<file path="src/rtl/seg_reg_bank.sv">
// Pipeline segment register bank: NCH channels of WIDTH bits plus valid, with
// bubble (hold) and flush (squash) control and saturating stall/flush counters.

// Saturating event counter: counts inc pulses, sticks at all-ones, clr wins.
module seg_evt_cnt #(
    parameter int unsigned CNT_W = 16
) (
    input  logic             clk,
    input  logic             rst,
    input  logic             inc,
    input  logic             clr,
    output logic [CNT_W-1:0] cnt
);

    typedef enum logic {
        CNT_RUN = 1'b0,
        CNT_SAT = 1'b1
    } cnt_state_e;

    localparam logic [CNT_W-1:0] CNT_ONE  = {{(CNT_W-1){1'b0}}, 1'b1};
    localparam logic [CNT_W-1:0] CNT_LAST = {{(CNT_W-1){1'b1}}, 1'b0};

    cnt_state_e       state_q, state_d;
    logic [CNT_W-1:0] cnt_q, cnt_d;

    always_ff @(posedge clk or posedge rst) begin
        if (rst) begin
            state_q <= CNT_RUN;
            cnt_q   <= '0;
        end else begin
            state_q <= state_d;
            cnt_q   <= cnt_d;
        end
    end

    always_comb begin
        state_d = state_q;
        cnt_d   = cnt_q;
        if (clr) begin
            state_d = CNT_RUN;
            cnt_d   = '0;
        end else begin
            case (state_q)
                CNT_RUN: begin
                    if (inc) begin
                        cnt_d = cnt_q + CNT_ONE;
                        // Reaching all-ones parks the counter until cleared.
                        if (cnt_q == CNT_LAST) begin
                            state_d = CNT_SAT;
                        end
                    end
                end
                CNT_SAT: begin
                    state_d = CNT_SAT;
                end
                default: begin
                    state_d = CNT_RUN;
                end
            endcase
        end
    end

    assign cnt = cnt_q;

endmodule

module seg_reg_bank #(
    parameter int unsigned       WIDTH     = 32,
    parameter int unsigned       NCH       = 4,
    parameter logic [WIDTH-1:0]  FLUSH_VAL = '0,
    parameter int unsigned       CNT_W     = 16
) (
    input  logic                 clk,
    input  logic                 rst,
    input  logic                 bubble,
    input  logic                 flush,
    input  logic                 valid_in,
    input  logic [NCH*WIDTH-1:0] d,
    input  logic                 cnt_clr,
    output logic [NCH*WIDTH-1:0] q,
    output logic                 valid_out,
    output logic [CNT_W-1:0]     stall_cnt,
    output logic [CNT_W-1:0]     flush_cnt
);

    logic valid_q, valid_d;
    logic flush_eff;

    // A flush under bubble is dropped entirely, so it neither loads nor counts.
    assign flush_eff = !bubble && flush;

    genvar gi;
    generate
        for (gi = 0; gi < NCH; gi++) begin : g_ch
            logic [WIDTH-1:0] ch_q, ch_d;

            always_comb begin
                ch_d = ch_q;
                if (!bubble) begin
                    ch_d = flush ? FLUSH_VAL : d[gi*WIDTH +: WIDTH];
                end
            end

            always_ff @(posedge clk or posedge rst) begin
                if (rst) begin
                    ch_q <= FLUSH_VAL;
                end else begin
                    ch_q <= ch_d;
                end
            end

            assign q[gi*WIDTH +: WIDTH] = ch_q;
        end
    endgenerate

    always_comb begin
        valid_d = valid_q;
        if (!bubble) begin
            valid_d = flush ? 1'b0 : valid_in;
        end
    end

    always_ff @(posedge clk or posedge rst) begin
        if (rst) begin
            valid_q <= 1'b0;
        end else begin
            valid_q <= valid_d;
        end
    end

    assign valid_out = valid_q;

    seg_evt_cnt #(.CNT_W(CNT_W)) u_stall_cnt (
        .clk (clk),
        .rst (rst),
        .inc (bubble),
        .clr (cnt_clr),
        .cnt (stall_cnt)
    );

    seg_evt_cnt #(.CNT_W(CNT_W)) u_flush_cnt (
        .clk (clk),
        .rst (rst),
        .inc (flush_eff),
        .clr (cnt_clr),
        .cnt (flush_cnt)
    );

endmodule
</file>
<file path="config.mk">
export PLATFORM = sky130hd
export DESIGN_NAME = seg_reg_bank
export DESIGN_NICKNAME = d
export VERILOG_FILES = /design/src/rtl/seg_reg_bank.sv
export SDC_FILE = /design/constraint.sdc
export NUM_CORES = 1
export LEC_CHECK = 0
export ABC_CLOCK_PERIOD_IN_PS = 6500
export CAP_MARGIN = 20
export CORE_MARGIN = 3
export CORE_UTILIZATION = 41
export DETAILED_ROUTE_END_ITERATION = 8
export HOLD_SLACK_MARGIN = 0.02
export PLACE_DENSITY = 0.8
export RECOVER_POWER = 50
export SLEW_MARGIN = 0
export SYNTH_ARGS = -nofsm -noshare
export SYNTH_HDL_FRONTEND = slang
export SYNTH_SLANG_ARGS = --single-unit
</file>
<file path="constraint.sdc">
create_clock -name clk -period 6.5 [get_ports clk]
set_clock_uncertainty 0.05 [all_clocks]
set_input_delay 1.3 -clock clk [delete_from_list [all_inputs] [get_ports clk]]
set_output_delay 1.3 -clock clk [all_outputs]
set_load 0.005 [all_outputs]
</file>
==> impl_metrics.yaml <==
status:
  status: "finished, violations left"
  failed_checks: "max-capacitance violations, max-slew violations"
timing:
  slew_viol_final: 113
  finalSetupTns_ns: 0
  rsz0062_at_grt: "no"
  fmax_mhz: 231
  finalCritPeriodShare_pct: 66.5
  min_period_ns: 4.32
  final-hold-violation-count: 0
  max_slew_margin_pct: -101
  setup_viol: 0
  worst_slew_pin_slew_ns: 3.00
worst_setup_path:
  crit_type: "primary input to flop"
  arrival_ns: 4.57
  path_buf_inv: 2
  crit_chain: "clkbuf_1, buf_4, nand4b_4, nor4_1, nand3_1, mux2_2"
  worst_path_max_delay_cell: "clkbuf_1"
  critical_path.top_delay_family: "buffers and inverters"
  max_stage_delay_ns: 1.28
  end_kind: "flop"
  worstPathMaxFanout: 96
  worstPathRequired_ns: 6.75
  start_kind: "primary input"
placement:
  place.port_buffers: 294
  placed_cells: 922
  hpwl_mm: 13.0
  gp_congestion: 0.826
yosys:
  synth_cells: 471
  syn-num-nets: 609
  synth.avg_cell_area_um2: 13.2
  synth_common_cells: "dfrtp_1, a22o_1, nor2_1"
  ys_types: 33
  ys_seq_area_share_pct: 65.6
  synth.most_common_cell: "dfrtp_1"
  synth_top_flop_cell: "dfrtp_1"
  yosys.area.top_type: "dfrtp_1"
  yosys_register_bits: 163
  yosys_warnings: 0
  syn_area_um2: 6220
  synth.area.top_cells: "dfrtp_1, a22o_1, xnor2_1"
  synth.top_cell.area_share_pct: 65.6
  ys_async_sr_fraction_pct: 100
  synth_edf_count: 0
global_routing:
  grt_pass1_vias: 5233
  globalRouteMet2Util_pct: 36.0
  met3_usage_pct: 6.18
  met1_usage_pct: 27.8
  gr-total-overflow: 0
  grt_max_degree: 97
  grt_use_total_pct: 21.7
  grt_antenna_before_repair: 0
  grt_pass1_wl_mm: 28.4
  top_usage_layer: "met2"
route:
  vias_per_cell: 5.36
  detail_route.first_pass.iterations: 4
  drt.antenna.violating_nets: 0
  vias: 5103
  drt_iter0_drc: 326
  avgRoutedWirePerCell_um: 19.3
  drt_wl_total_mm: 18.4
  drc_errors: 0
clocking:
  postCtsSetupRepairBufs: 0
  postCtsHoldBufs: 0
  ctsResizeCount: 0
  clk_latency_ns: 0.41
  numCtsBuffers: 17
  cts_max_path_buffers: 2
  clk_pin_slew_worst_paths_ns: 0.06
  cts.sink_count: 163
  cts_tree: "built"
  htreeDepth: 4
  cts_root_buf: "clkbuf_16"
power:
  pwr_density_cell_nw_per_um2: 255
  p_leak_uw: 0.00458
  peakVddDrop_mv: 0.171
job:
  drv_cap: 2
hold_path:
  worstHoldPathType: "flop to flop"
layout:
  antenna_cells: 0
  area_growth_pct: 60.5
  fill_cells: 1012
  drive_above_1_share_pct: 6.12
  stdcell_count: 952
  fin_nets: 895
floorplanning:
  die_h_um: 129
  core_area_um2: 14700
  ios: 295
  start_util_pct: 42.3
  rows: 44
  dieArea_um2: 16700
  fp.dieW_um: 129
## final cells by class
| type | instances | area (µm²) | area share (%) |
|---|---|---|---|
| Clock buffer | 22 | 474 | 4.75 |
| Clock inverter | 8 | 175 | 1.75 |
| Inverter | 8 | 31.3 | 0.313 |
| Multi-Input combinational cell | 267 | 2000 | 20.0 |
| Sequential cell | 163 | 4080 | 40.8 |
| Tap cell | 184 | 230 | 2.31 |
| Timing Repair Buffer | 300 | 3000 | 30.1 |
## final timing paths
check | startpoint | end | slack (ns) | cells after the start
worst max-delay path | bubble | u_flush_cnt.cnt[12]$_DFFE_PP0P_ | 2.18 | 6
max in group asynchronous | rst | g_ch[3].ch_q[1]$_DFFE_PP0N_ | 2.47 | 3
worst min register to register | g_ch[3].ch_q[30]$_DFFE_PP0N_ | g_ch[3].ch_q[30]$_DFFE_PP0N_ | 0.45 | 2
min in group asynchronous | rst | g_ch[0].ch_q[26]$_DFFE_PP0N_ | 2.15 | 2
worst max register to register | u_flush_cnt.cnt[0]$_DFFE_PP0P_ | u_flush_cnt.cnt[12]$_DFFE_PP0P_ | 4.44 | 5
worst min-delay path | g_ch[3].ch_q[30]$_DFFE_PP0N_ | g_ch[3].ch_q[30]$_DFFE_PP0N_ | 0.45 | 2
## metal layers
layer,routed length [µm],vias to the layer above
met2,9160,209
met3,1310,23
met4,291,0
met5,0,-
met1,7600,2537
li1,-,2334
## power breakdown
group          switching, µW  internal [µW]  total (µW)
Sequential              37.9           1080        1120
Clock                    385            710        1100
Combinational            125            208         333
Total                    548           2000        2550
## stage by stage
stage / cell area (µm²) / setup slack [ns] / hold WS, ns / total power [µW] / utilization (%)
floorplan: 6220 / 0.745 / 0.426 / 1240 / -
global placement: 9320 / 2.87 / 0.423 / 1480 / 63.4
detailed placement: 9350 / 2.74 / 0.446 / 1500 / 63.6
CTS: 9990 / 3.20 / 0.461 / 2600 / 68.0
global route: 9990 / 1.86 / 0.466 / 2640 / 67.9
finish: 9990 / 2.18 / 0.448 / 2550 / 67.9
## placed cells by master (no fill, tap or decap), types with 7 or more instances in the layout
cell type        Yosys  final
nand4_1              7      7
clkbuf_16            0     17
clkdlybuf4s50_1      0    167
nor2_1              30     29
nand2_1             10     10
a22o_1             128    128
dfrtp_1            163    163
xnor2_1             15     15
nor4_1               9      9
inv_1                8      7
a21oi_1             12     12
nand2b_1             7      7
dlygate4sd3_1        0    126
## worst register-to-register path, delay by kind of cell, from the launching register on
kind	cells	cell delay, ns
fa+ha+maj	1	0.24
flops	1	0.49
mux	1	0.30
simple gates	3	0.88
## cells by family after synthesis
group / Yosys count / share of synthesized area [%]
flip-flops: 163 / 65.6
buffers and inverters: 41 / 2.49
AND/OR/NAND/NOR: 90 / 7.88
XOR/XNOR: 19 / 2.67
AO/OA/AOI/OAI: 153 / 20.4
multiplexers: 1 / 0.181
adder cells (fa/ha/maj): 4 / 0.804
## registers in the layout, indices dropped and copies added (netlist names)
register and count:
g_ch.ch_q 128, u_flush_cnt.cnt 16, u_flush_cnt.state_q 1, u_stall_cnt.cnt 16, u_stall_cnt.state_q 1, valid_out 1
Note: power is estimated with default switching activity, not from simulation.
